**src/rtl/latch_write_arbiter_pkg.sv**
```systemverilog
// Shared types and constants for the latch write arbiter.
package latch_write_arbiter_pkg;

    // Write sequence: data is set up, the latch enable pulses, then data is held.
    typedef enum logic [1:0] {
        StIdle   = 2'd0,
        StSetup  = 2'd1,
        StEnable = 2'd2,
        StHold   = 2'd3
    } state_e;

    // Pointer starts at requester 1, so requester 0 wins the first tie.
    localparam logic RR_RESET_PTR = 1'b1;

endpackage

```
**src/rtl/latch_write_arbiter_rr_arb2.sv**
```systemverilog
// Combinational two-way round-robin pick.
module rr_arb2 (
    input  logic req0,
    input  logic req1,
    input  logic ptr,
    output logic winner,
    output logic any
);

    // A lone request wins; on a tie, the requester not named by the pointer wins.
    always_comb begin
        any    = req0 | req1;
        winner = 1'b0;
        if (req0 && req1) begin
            winner = ~ptr;
        end else if (req1) begin
            winner = 1'b1;
        end
    end

endmodule

```
**src/rtl/latch_write_arbiter.sv**
```systemverilog
// Arbitrates two requesters onto one latch bank with a setup/enable/hold write.
module latch_write_arbiter
    import latch_write_arbiter_pkg::*;
#(
    parameter int unsigned WIDTH = 4
) (
    input  logic             c,
    input  logic             rst,
    input  logic             req0,
    input  logic             req1,
    input  logic [WIDTH-1:0] d0,
    input  logic [WIDTH-1:0] d1,
    output logic             gnt0,
    output logic             gnt1,
    output logic             ack0,
    output logic             ack1,
    output logic             le,
    output logic [WIDTH-1:0] ld,
    output logic             busy,
    output logic             owner,
    output logic             valid
);

    state_e           state_q, state_d;
    logic             ptr_q;
    logic             gidx_q;
    logic [WIDTH-1:0] ld_q;
    logic             owner_q;
    logic             valid_q;
    logic             win;
    logic             any_req;
    logic             grant;

    rr_arb2 u_arb (
        .req0   (req0),
        .req1   (req1),
        .ptr    (ptr_q),
        .winner (win),
        .any    (any_req)
    );

    // Grant edge: leaving IDLE with at least one request pending.
    assign grant = (state_q == StIdle) && any_req;

    // Next-state logic; the write sequence never stalls or aborts once started.
    always_comb begin
        state_d = state_q;
        unique case (state_q)
            StIdle:   if (any_req) state_d = StSetup;
            StSetup:  state_d = StEnable;
            StEnable: state_d = StHold;
            StHold:   state_d = StIdle;
            default:  state_d = StIdle;
        endcase
    end

    // State, round-robin pointer, captured data and ownership registers.
    always_ff @(posedge c) begin
        if (rst) begin
            state_q <= StIdle;
            ptr_q   <= RR_RESET_PTR;
            gidx_q  <= 1'b0;
            ld_q    <= '0;
            owner_q <= 1'b0;
            valid_q <= 1'b0;
        end else begin
            state_q <= state_d;
            if (grant) begin
                ptr_q  <= win;
                gidx_q <= win;
                ld_q   <= win ? d1 : d0;
            end
            if (state_q == StHold) begin
                owner_q <= gidx_q;
                valid_q <= 1'b1;
            end
        end
    end

    // Outputs decoded purely from registered state.
    always_comb begin
        busy  = (state_q != StIdle);
        gnt0  = busy & ~gidx_q;
        gnt1  = busy & gidx_q;
        le    = (state_q == StEnable);
        ack0  = (state_q == StHold) & ~gidx_q;
        ack1  = (state_q == StHold) & gidx_q;
        ld    = ld_q;
        owner = owner_q;
        valid = valid_q;
    end

endmodule

```
**config.mk**
```make
export PLATFORM = sky130hd
export DESIGN_NAME = latch_write_arbiter
export DESIGN_NICKNAME = d
export VERILOG_FILES = /design/src/rtl/latch_write_arbiter_pkg.sv /design/src/rtl/latch_write_arbiter_rr_arb2.sv /design/src/rtl/latch_write_arbiter.sv
export SDC_FILE = /design/constraint.sdc
export NUM_CORES = 1
export LEC_CHECK = 0
export ABC_AREA = 1
export BUFFER_PORTS_ARGS = -buffer_cell sky130_fd_sc_hd__buf_2
export CORE_AREA = 2 2 39 41
export DETAILED_ROUTE_END_ITERATION = 12
export DIE_AREA = 0 0 41 43
export MAX_ROUTING_LAYER = met4
export PLACE_DENSITY = 0.76
export SLEW_MARGIN = 20
export SYNTH_ARGS = -nofsm -noshare
export SYNTH_HDL_FRONTEND = slang
export SYNTH_HIERARCHICAL = 1
export SYNTH_SLANG_ARGS = --single-unit
```
**constraint.sdc**
```tcl
create_clock -name c -period 1.4 [get_ports c]
set_input_delay 0.28 -clock c [delete_from_list [all_inputs] [get_ports c]]
set_output_delay 0.28 -clock c [all_outputs]
set_load 0.02 [all_outputs]
```
==> metrics.md, run 1 <==
| Metric | Value |
|---|---|
| Status | `finished, final reports clean` |
| Hold Path Class | `input port to flip-flop` |
| Primary FF master, synth | `dfxtp_1` |
| Leak | `~0.43 nW` |
| Crit path largest cell delay | `around 0.38 ns` |
| Total Wirelength | `approximately 1.1 mm` |
| Post-synthesis register bit count | `10` |
| Post-Synth Simple-Gate Area | `a little under a third` |
| Achievable clock frequency | `~750 MHz` |
| H-Tree Depth | `1` |
| # Max-Cap Violations | `0` |
| Root Driver | `clkbuf_4` |
| Post-synth top area share | `between 30% and 40%` |
| Initial antenna violation count | `0` |
| First-pass GRT wire length | `around 1.8 mm` |
| Final Setup Violations | `0` |
| Max Slew Vio Count | `0` |
| Most instantiated cells after synthesis | `nand2_1, inv_1, nor2_1, dfxtp_1` |
| Type of origin of the critical path | `flip-flop` |
| Pwr dens | `roughly 1800 nW/um^2` |
| Slew @ Worst Pin | `between 0.2 and 0.3 ns` |
| Cell Chain, Critical Path | `inv_4 > ha_4 > nor2_2 > buf_6` |
| Share of layout cells above drive strength 1 | `34.6%` |
| Critical path origin | `state_q[1]$_SDFFE_PP0P_` |
| Routing usage on met2 | `24.7%` |
| Die Ht | `between 40 and 50 microns` |
| Antenna viol nets, final | `0` |
| Layout Area Growth over Synthesis | `46.5%` |
| FF/Latch Area | `a little over 200 sq um` |
| Max IR drop VDD | `741 uV` |
| Unique masters post-synth | `9` |
| Vias in the first global route | `between 400 and 500` |
| Critical Path Sink | `gnt0` |
| Clk_lat worst skew | `0.25 ns` |
| Final hold slack | `about 0.27 ns` |
| Row cnt | `14` |
| Synth area leaders | `dfxtp_1, nand2_1, inv_1` |
| IO Pins | `24` |
| Top-count cell post-synth | `nand2_1` |
| TritonCTS clock tree | `built` |
| Critical path fanouts, max | `3` |
| Fillers | `144` |
| Final nets | `around 130` |
| R2R Path Start | `state_q[0]$_SDFFE_PP0P_` |
| Sequential fraction of the synthesis area | `38.7%` |
| Final Hold Fails | `0` |
| GRT Residual Overflow | `0` |
| DRC viols | `0` |
| Min-Delay Startpoint | `rst` |
| Total inserted antenna cells | `0` |
| Asr flop ratio synth | `0%` |
| Vias/cell | `roughly 4.4` |
| Avg WL per Cell | `8.81 microns` |
| Port Buf Inserts | `23` |
| Global placement routability congestion | `roughly 0.73` |
| Post-Syn Nets | `between 90 and 100` |
| Final setup skew | `~0.0012 ns` |
| CTS Buf Count | `3` |
| Main combinational cell family by area after synthesis | `simple AND/OR/NAND/NOR gates` |
| Compound-gate portion of the synthesized area | `slightly below 7%` |
| Post-Synth Adder-Cell Area | `between 9 and 10%` |
| Mapped cell area | `~520 sq um` |
| Final period util | `approximately 95%` |
| Final HPWL DP | `898 microns` |
| RSZ-0062 raised after global routing | `no` |
| M3 GR Usage | `about 4.7%` |
| DR vias | `539` |
| Area of the multi-input gates | `between 200 and 300 sq um` |
| Largest net degree at the start of global routing | `8` |
| Worst Path Arrival | `between 1 and 1.5 ns` |
| Crit path kind | `flip-flop to output port` |
| Post CTS Setup Buffer Count | `0` |
| Starting density of the core | `~37%` |
| GR peak layer | `met2` |
| Slowest-stage cell, CP | `dfxtp_4` |
| Die X | `41 microns` |
| Ys Warns | `6` |
| Met1 GRT Util | `16.7%` |
| Post-synthesis xor/xnor area fraction | `0%` |
| Clk slew on worst S/H paths | `0.06 ns` |
| Tmin final | `approximately 1.3 ns` |
| Relative slew slack | `between 80% and 90%` |
| GRT Total Usage | `between 15 and 20%` |
| DIE AREA | `~1800 sq um` |
| Synth area leader | `dfxtp_1` |
| Reg2Reg Depth | `7` |
| Core Footprint | `approximately 1400 sq um` |
| Clock net sink count | `10` |
| Post-synthesis mux area share | `0%` |
| Avg Inst Size Synth | `6.46 sq um` |
| Critical Path RT | `around 1.1 ns` |
| Synthesized instance count | `80` |
| Initial DRC count | `4` |
| Post-synth EDFFs | `0` |
| First drt pass iteration count | `4` |
| R2r endpoint | `ld[3]$_SDFFE_PP0P_` |
| Max Root-Sink Buffers | `2` |
| R2r setup slk | `roughly 0.23 ns` |
| Layout Utilization | `a little over half` |
| Worst setup EP type | `output port` |
-- what timing repair did --
action | CTS | global route
resized for setup | 10 | 13
hold buffers | 0 | 0
setup endpoints to repair | 4 | 4
endpoints found under the hold margin | 0 | 0
pin swaps | 0 | 1
-- worst min path at each step --
stage,end,cells after the start,slack (ns)
floorplan,gidx_q$_SDFFE_PP0P_,1,0.35
global route,valid$_SDFFE_PP0N_,2,0.28
detailed placement,valid$_SDFFE_PP0N_,2,0.46
CTS,gidx_q$_SDFFE_PP0P_,2,0.27
finish,gidx_q$_SDFFE_PP0P_,2,0.27
global placement,valid$_SDFFE_PP0N_,2,0.45
-- power breakdown --
| group | leakage [nW] | switching (W) | total [W] | internal (W) |
|---|---|---|---|---|
| registers | 0.0838 | 0.0000741 | 0.000459 | 0.000385 |
| clock network | 0.0138 | 0.0000816 | 0.000180 | 0.0000984 |
| logic | 0.328 | 0.000427 | 0.000728 | 0.000301 |
-- cell type report --
type | instances | area share [%]
Sequential cell | 10 | 27.4
Clock buffer | 3 | 2.98
Inverter | 20 | 10.6
Timing Repair Buffer | 24 | 18.5
Multi-Input combinational cell | 50 | 37.9
Tap cell | 16 | 2.64
-- layer usage --
metal / wire [microns] / share of wire (%) / up-vias
met5: 0 / 0 / -
met4: 8 / 0.74 / 0
met3: 64 / 5.9 / 2
met2: 568 / 52 / 16
met1: 442 / 41 / 229
li1: - / - / 292
-- stage by stage --
step | power [W] | area, sq um | setup slack (ns) | TNS (ns) | instances
2_1_floorplan | 0.000848 | 517 | 0.217 | 0 | 80
6_report | 0.00137 | 757 | 0.0643 | 0 | 123
3_5_place_dp | 0.00104 | 659 | 0.153 | 0 | 120
4_1_cts | 0.00126 | 702 | -0.00366 | -0.00366 | 123
3_3_place_gp | 0.00101 | 659 | 0.234 | 0 | 120
5_1_grt | 0.00149 | 757 | 0.00306 | 0 | 123
-- worst max-delay path, delay by kind of cell, from the launching register on --
family,cells,cell delay (ns)
buffers and inverters,2,0.17
flip-flops,1,0.38
AND/OR/NAND/NOR,1,0.09
adder cells (fa/ha/maj),1,0.16
-- state kept, by name (all words and copies together), names as in the netlist --
| name | cells |
|---|---|
| owner | 1 |
| ptr_q | 1 |
| gidx_q | 1 |
| state_q | 2 |
| ld | 4 |
| valid | 1 |
-- layout by cell type, fill, tap and decap left out, types with 2 or more instances in the layout --
cell | synthesis | layout
a21oi_1 | 6 | 6
buf_2 | 0 | 19
buf_4 | 0 | 3
buf_6 | 0 | 2
clkbuf_4 | 0 | 3
dfxtp_1 | 10 | 8
dfxtp_4 | 0 | 2
ha_4 | 0 | 3
inv_1 | 20 | 18
inv_4 | 0 | 2
nand2_1 | 21 | 21
nand3_1 | 6 | 6
nor2_1 | 11 | 8
nor2_2 | 0 | 3
-- kinds of logic (layout without fill, tap and decap cells) --
logic type	count (synthesis)	count (layout)
and+or+nand+nor	39	39
AOI/OAI and AO/OA	7	7
adders and majority gates	4	4
buffers and inverters	20	47
DFF	10	10
(Power assumes the default switching activity.)
==> run 2, diff against run 1 <==
--- a/config.mk
+++ b/config.mk
@@ -7,13 +7,12 @@
 export LEC_CHECK = 0
 export ABC_AREA = 1
 export BUFFER_PORTS_ARGS = -buffer_cell sky130_fd_sc_hd__buf_2
-export CORE_AREA = 2 2 39 41
+export CORE_MARGIN = 2
+export CORE_UTILIZATION = 40
 export DETAILED_ROUTE_END_ITERATION = 12
-export DIE_AREA = 0 0 41 43
 export MAX_ROUTING_LAYER = met4
-export PLACE_DENSITY = 0.76
+export PLACE_DENSITY = 0.78
 export SLEW_MARGIN = 20
 export SYNTH_ARGS = -nofsm -noshare
 export SYNTH_HDL_FRONTEND = slang
-export SYNTH_HIERARCHICAL = 1
 export SYNTH_SLANG_ARGS = --single-unit
==> metrics.md, run 2 <==
| Metric | Value |
|---|---|
| Status | `finished, final reports clean (unchanged)` |
| Final HPWL DP | `848 microns (was 898 microns)` |
| Worst Path Arrival | `1.10 ns (was 1.06 ns)` |
| Max Root-Sink Buffers | `2 (unchanged)` |
| Pint | `0.000954 W (was 0.000784 W)` |
| Tmin final | `1.38 ns (was 1.34 ns)` |
| Synthesized instance count | `75 (was 80)` |
| First-pass GRT wire length | `1.84 mm (was 1.78 mm)` |
| Ys Warns | `0 (was 6)` |
| Clk slew on worst S/H paths | `0.06 ns (about the same)` |
| Slowest-stage cell, CP | `dfxtp_4 (unchanged)` |
| DRC viols | `0 (unchanged)` |
| Primary FF master, synth | `dfxtp_1 (unchanged)` |
| H-Tree Depth | `1 (unchanged)` |
| R2R Path Start | `state_q[0]$_SDFFE_PP0P_ (unchanged)` |
| Share of layout cells above drive strength 1 | `48.1% (was 34.6%)` |
| Asr flop ratio synth | `0% (unchanged)` |
| Global placement routability congestion | `0.619 (was 0.732)` |
| Clock net sink count | `10 (unchanged)` |
| Relative slew slack | `85.4% (was 82.5%)` |
| Unique masters post-synth | `15 (was 9)` |
| Synth area leaders | `dfxtp_1, nor2_1, nand2_1 (was dfxtp_1, nand2_1, inv_1)` |
| Most instantiated cells after synthesis | `nor2_1, nand2_1, inv_1, dfxtp_1, nor2_2 (was nand2_1, inv_1, nor2_1, dfxtp_1)` |
| GRT Residual Overflow | `0 (unchanged)` |
| DIE AREA | `1640 sq um (was 1760 sq um)` |
| R2r endpoint | `state_q[0]$_SDFFE_PP0P_ (was ld[3]$_SDFFE_PP0P_)` |
| Clk pwr share | `11.3% (was 13.2%)` |
| Commonest non-fill, non-tap cells in the layout | `buf_2, nand2_1, nor2_1, inv_1 (was nand2_1, buf_2, inv_1, nor2_1, dfxtp_1)` |
| Min-Delay Startpoint | `rst (unchanged)` |
| Hold Path Class | `input port to flip-flop (unchanged)` |
| DR vias | `542 (was 539)` |
| CTS Buf Count | `3 (unchanged)` |
| Commonest non-fill, non-tap cell in the layout | `buf_2 (was nand2_1)` |
| Layout Utilization | `62.2% (was 54.7%)` |
| Max IR drop VDD | `993 uV (was 741 uV)` |
| Clk_lat worst skew | `0.26 ns (was 0.25 ns)` |
| Final setup skew | `0.00241 ns (was 0.00115 ns)` |
| Post-synth top area share | `37.6% (was 38.7%)` |
| Number of flip-flops in the largest register | `4 (unchanged)` |
| Synth area leader | `dfxtp_1 (unchanged)` |
| Crit path kind | `flip-flop to output port (unchanged)` |
| Row cnt | `13 (was 14)` |
| Leak | `0.411 nW (was 0.426 nW)` |
| Vias in the first global route | `471 (unchanged)` |
| Crit path largest cell delay | `0.38 ns (about the same)` |
| Final period util | `98.3% (was 95.4%)` |
| Initial DRC count | `4 (unchanged)` |
| TritonCTS clock tree | `built (unchanged)` |
| Die Ht | `40.5 microns (was 43 microns)` |
| Achievable clock frequency | `726 MHz (was 749 MHz)` |
| Starting density of the core | `42.0% (was 37.3%)` |
| # Max-Cap Violations | `0 (unchanged)` |
| Vias/cell | `4.55 (was 4.38)` |
| Hold Crit Depth | `2 (unchanged)` |
| Final hold slack | `0.242 ns (was 0.273 ns)` |
| Sequential fraction of the synthesis area | `37.6% (was 38.7%)` |
| Hold buffers post-CTS | `0 (unchanged)` |
| Slew @ Worst Pin | `0.217 ns (was 0.262 ns)` |
| Port Buf Inserts | `23 (unchanged)` |
| Layout Area Growth over Synthesis | `48.1% (was 46.5%)` |
| Post-Syn Nets | `90 (was 96)` |
| P_sw | `0.000720 W (was 0.000583 W)` |
| Largest net degree at the start of global routing | `9 (was 8)` |
| Seq pwr share | `28.5% (was 33.6%)` |
| Final Setup Violations | `0 (unchanged)` |
| IO Pins | `24 (unchanged)` |
| Hold-critical path endpoint | `state_q[1]$_SDFFE_PP0P_ (was gidx_q$_SDFFE_PP0P_)` |
| Die X | `40.5 microns (was 41 microns)` |
| Max Slew Vio Count | `0 (unchanged)` |
| Root Driver | `clkbuf_4 (unchanged)` |
| Final nets | `121 (was 125)` |
| Antenna viol nets, final | `0 (unchanged)` |
| Total Wirelength | `1.20 mm (was 1.08 mm)` |
| Initial antenna violation count | `0 (unchanged)` |
| Post-synthesis register bit count | `10 (unchanged)` |
| Mapped cell area | `533 sq um (was 517 sq um)` |
| Total inserted antenna cells | `0 (unchanged)` |
| Critical Path RT | `1.12 ns (about the same)` |
| Worst setup EP type | `output port (unchanged)` |
| First drt pass iteration count | `4 (unchanged)` |
| Type of origin of the critical path | `flip-flop (unchanged)` |
| Avg Inst Size Synth | `7.11 sq um (was 6.46 sq um)` |
| GRT Total Usage | `17.4% (was 15.3%)` |
| Crit-path leading delay family | `flip-flops (unchanged)` |
| Final Hold Fails | `0 (unchanged)` |
| Pwr dens | `2120 nW/um^2 (was 1810 nW/um^2)` |
| Cell Chain, Critical Path | `inv_4 > ha_4 > nor2_2 > buf_6 (unchanged)` |
| Reg2Reg Depth | `8 (was 7)` |
| Buf+Inv Stages, Crit Path | `2 (unchanged)` |
| R2r setup slk | `0.18 ns (was 0.23 ns)` |
| Avg WL per Cell | `10.1 microns (was 8.81 microns)` |
| Comb power frac | `60.2% (was 53.3%)` |
| Post-synth EDFFs | `0 (unchanged)` |
| Core Footprint | `1270 sq um (was 1380 sq um)` |
| Critical path fanouts, max | `5 (was 3)` |
| Top-count cell post-synth | `nor2_1 (was nand2_1)` |
| Sw frac | `43.0% (was 42.6%)` |
[run 2: worst max-delay path by stage]
| stage | from | to | slack, ns | cells after the start |
|---|---|---|---|---|
| finish | state_q[0]$_SDFFE_PP0P_ | gnt0 | 0.02 | 4 |
| global placement | state_q[0]$_SDFFE_PP0P_ | busy | 0.13 | 4 |
| floorplan | state_q[0]$_SDFFE_PP0P_ | gnt1 | 0.10 | 4 |
| CTS | state_q[0]$_SDFFE_PP0P_ | gnt1 | 0.005 | 4 |
| detailed placement | state_q[0]$_SDFFE_PP0P_ | ld[1]$_SDFFE_PP0P_ | 0.10 | 7 |
| global route | state_q[0]$_SDFFE_PP0P_ | gnt0 | -0.02 | 4 |
[run 2: cell type report]
cell class,count,area (sq um)
sequential,10,208
multi-input combinational,52,318
clock buffer,3,22.5
timing repair buffer,27,173
fill,126,479
inverter,12,50.0
tap,15,18.8
[run 2: kinds of logic after synthesis]
logic type / synth area share (%)
AO/OA/AOI/OAI: 8.45
adder cells (fa/ha/maj): 7.04
flip-flops: 37.6
buffers and inverters: 9.86
AND/OR/NAND/NOR: 37.1
[run 2: what timing repair did]
item,in CTS,in global routing
endpoints found under the hold margin,0,0
setup endpoints to repair,5,5
pin swaps,2,2
resized for setup,14,11
buffers inserted,3,1
[run 2: stage by stage]
stage / worst slack [ns] / setup TNS (ns) / total power, W / instance area, sq um / std cells
finish: 0.0232 / 0 / 0.00167 / 790 / 119
global route: -0.0170 / -0.0206 / 0.00180 / 790 / 119
CTS: 0.00461 / 0 / 0.00156 / 747 / 118
detailed placement: 0.100 / 0 / 0.00116 / 659 / 112
global placement: 0.134 / 0 / 0.00114 / 659 / 112
floorplan: 0.104 / 0 / 0.000994 / 533 / 75
[run 2: power by group through the flow]
stage	Clock, W	Combinational, W	Sequential, W
after global placement	0	0.000701	0.000443
after global routing	0.000211	0.00110	0.000489
after CTS	0.000203	0.000888	0.000465
after detailed placement	0	0.000716	0.000448
final	0.000189	0.00101	0.000478
after floorplan	0	0.000490	0.000504
[run 2: metal layers]
metal	wire (microns)	vias to the layer above	share of wire, %	GRT usage, %
met2	575	23	48	29.0
met3	81	0	6.8	3.33
met4	0	0	0	7.50
li1	-	285	-	-
met5	0	-	0	-
met1	540	234	45	19.9
==> run 3, diff against run 2 <==
--- a/config.mk
+++ b/config.mk
@@ -11,7 +11,7 @@
 export CORE_UTILIZATION = 40
 export DETAILED_ROUTE_END_ITERATION = 12
 export MAX_ROUTING_LAYER = met4
-export PLACE_DENSITY = 0.78
+export PLACE_DENSITY = 0.75
 export SLEW_MARGIN = 20
 export SYNTH_ARGS = -nofsm -noshare
 export SYNTH_HDL_FRONTEND = slang
==> metrics.md, run 3 (synthesized netlist as in run 2, its figures left out) <==
| Metric | Value |
|---|---|
| IO Pins | `24 (unchanged)` |
| Crit path depth | `4 (unchanged)` |
| Initial DRC count | `4 (unchanged)` |
| Final instance area | `742 sq um (was 790 sq um)` |
| DRC viols | `0 (unchanged)` |
| H-Tree Depth | `1 (unchanged)` |
| Total inserted antenna cells | `0 (unchanged)` |
| Final Hold Fails | `0 (unchanged)` |
| Worst setup EP type | `output port (unchanged)` |
| Relative slew slack | `85.5% (was 85.4%)` |
| Final HPWL DP | `830 microns (was 848 microns)` |
| First drt pass iteration count | `2 (was 4)` |
| Max Slew Vio Count | `0 (unchanged)` |
| Global placement routability congestion | `0.697 (was 0.619)` |
| Slew @ Worst Pin | `0.215 ns (was 0.217 ns)` |
| TritonCTS clock tree | `built (unchanged)` |
| Leak | `0.397 nW (was 0.411 nW)` |
| Final Setup Violations | `0 (unchanged)` |
| Achievable clock frequency | `731 MHz (was 726 MHz)` |
| Critical path fanouts, max | `4 (was 5)` |
| Critical path origin | `state_q[0]$_SDFFE_PP0P_ (unchanged)` |
| Initial antenna violation count | `0 (unchanged)` |
| Antenna viol nets, final | `0 (unchanged)` |
| Share of layout cells above drive strength 1 | `45.1% (was 48.1%)` |
| Worst Path Arrival | `1.09 ns (was 1.10 ns)` |
| Final setup skew | `0.00622 ns (was 0.00241 ns)` |
| Commonest non-fill, non-tap cell in the layout | `buf_2 (unchanged)` |
| Critical Path Sink | `gnt0 (unchanged)` |
| Fillers | `116 (was 126)` |
| Clk slew on worst S/H paths | `0.06 ns (about the same)` |
| Vias/cell | `4.46 (was 4.55)` |
| Tmin final | `1.37 ns (was 1.38 ns)` |
| Slowest-stage cell, CP | `dfxtp_4 (unchanged)` |
| Reg2Reg Depth | `8 (unchanged)` |
| Post-Route Setup TNS | `0 ns (unchanged)` |
| Port Buf Inserts | `23 (unchanged)` |
| Number of flip-flops in the largest register | `4 (unchanged)` |
| First-pass GRT wire length | `1.49 mm (was 1.84 mm)` |
| Area of the multi-input gates | `308 sq um (was 318 sq um)` |
| R2r endpoint | `ld[3]$_SDFFE_PP0P_ (was state_q[0]$_SDFFE_PP0P_)` |
| R2r setup slk | `0.18 ns (about the same)` |
| # Max-Cap Violations | `0 (unchanged)` |
| Largest net degree at the start of global routing | `9 (unchanged)` |
| Die X | `40.5 microns (unchanged)` |
| Clock net sink count | `10 (unchanged)` |
| Root Driver | `clkbuf_4 (unchanged)` |
| CTS Buf Count | `3 (unchanged)` |
| Placed Instance Area | `667 sq um (was 659 sq um)` |
| Type of origin of the critical path | `flip-flop (unchanged)` |
| Hold Path Class | `input port to flip-flop (unchanged)` |
| GRT Total Usage | `14.6% (was 17.4%)` |
| Max IR drop VDD | `788 uV (was 993 uV)` |
| Commonest non-fill, non-tap cells in the layout | `buf_2, nor2_1, nand2_1, inv_1, dfxtp_1 (was buf_2, nand2_1, nor2_1, inv_1)` |
| Core Footprint | `1270 sq um (unchanged)` |
| Crit-path leading delay family | `flip-flops (unchanged)` |
| Starting density of the core | `42.0% (unchanged)` |
| Vias in the first global route | `405 (was 471)` |
| Avg WL per Cell | `9.27 microns (was 10.1 microns)` |
| Buf+Inv Stages, Crit Path | `2 (unchanged)` |
| DR vias | `522 (was 542)` |
| Max Root-Sink Buffers | `2 (unchanged)` |
| Critical Path RT | `1.12 ns (about the same)` |
| Row cnt | `13 (unchanged)` |
| Status | `finished, final reports clean (unchanged)` |
| Pwr dens | `2040 nW/um^2 (was 2120 nW/um^2)` |
| GRT Residual Overflow | `0 (unchanged)` |
| Die Ht | `40.5 microns (unchanged)` |
| Layout Utilization | `58.5% (was 62.2%)` |
| Clk_lat worst skew | `0.26 ns (about the same)` |
| FF/Latch Area | `208 sq um (unchanged)` |
| Crit path largest cell delay | `0.37 ns (was 0.38 ns)` |
| Hold buffers post-CTS | `0 (unchanged)` |
| DIE AREA | `1640 sq um (unchanged)` |
| Final period util | `97.7% (was 98.3%)` |
| Cell Chain, Critical Path | `inv_2 > ha_4 > nor2_1 > buf_4 (was inv_4 > ha_4 > nor2_2 > buf_6)` |
| Total Wirelength | `1.09 mm (was 1.20 mm)` |
| Final nets | `119 (was 121)` |
| Crit path kind | `flip-flop to output port (unchanged)` |
| Layout Area Growth over Synthesis | `39.2% (was 48.1%)` |
| R2R Path Start | `state_q[0]$_SDFFE_PP0P_ (unchanged)` |
[run 3: cell count changes in the layout (fill, tap and decap cells not counted), sizes merged]
| cell | previous run | this run |
|---|---|---|
| buf | 27 | 25 |
[run 3: layout make-up]
cell class	count	area share, %
clock buffers	3	3.04
inverters	12	6.07
multi-input cells	52	41.5
flip-flops and latches	10	28.0
well taps	15	2.53
repair buffers	25	18.9
[run 3: worst min path at each step]
stage,from,end,slack (ns),cells after the start
2_1_floorplan,rst,gidx_q$_SDFFE_PP0P_,0.35,1
3_3_place_gp,valid$_SDFFE_PP0N_,valid$_SDFFE_PP0N_,0.45,2
3_5_place_dp,valid$_SDFFE_PP0N_,valid$_SDFFE_PP0N_,0.46,2
4_1_cts,rst,state_q[1]$_SDFFE_PP0P_,0.24,2
5_1_grt,rst,valid$_SDFFE_PP0N_,0.25,2
6_report,rst,state_q[1]$_SDFFE_PP0P_,0.24,2
[run 3: worst reg2reg max path, cell delays in order, from the launching register on]
cell	delay (ns)
dfxtp_4	0.36
inv_2	0.08
ha_4	0.15
inv_2	0.04
buf_4	0.14
nor2_8	0.15
nand2_1	0.08
nor2_2	0.09
nor2_2	0.03
[run 3: where the power goes]
part	switching, W	total [W]	leakage (nW)	internal [W]
Combinational	0.000488	0.000845	0.299	0.000357
Sequential	0.0000769	0.000473	0.0838	0.000396
Clock	0.0000939	0.000193	0.0138	0.0000990
[run 3: timing repair]
item / CTS / global route
gates resized for setup: 7 / 8
setup endpoints to repair: 5 / 4
setup buffers: 1 / 0
pin swaps: 2 / 0
[run 3: metrics by stage]
| stage | setup slack [ns] | cells | hold slack, ns | total power, W |
|---|---|---|---|---|
| detailed placement | 0.181 | 113 | 0.464 | 0.00118 |
| CTS | -0.0178 | 117 | 0.240 | 0.00145 |
| finish | 0.0322 | 117 | 0.242 | 0.00151 |
| global placement | 0.209 | 113 | 0.454 | 0.00117 |
| floorplan | 0.104 | 75 | 0.349 | 0.000994 |
| global route | -0.00769 | 117 | 0.253 | 0.00162 |
[run 3: metal layers]
layer | global-route usage (%) | wire length [microns]
met1 | 14.3 | 485
met2 | 25.0 | 523
met3 | 3.33 | 76
met4 | 10.0 | 0
met5 | - | 0
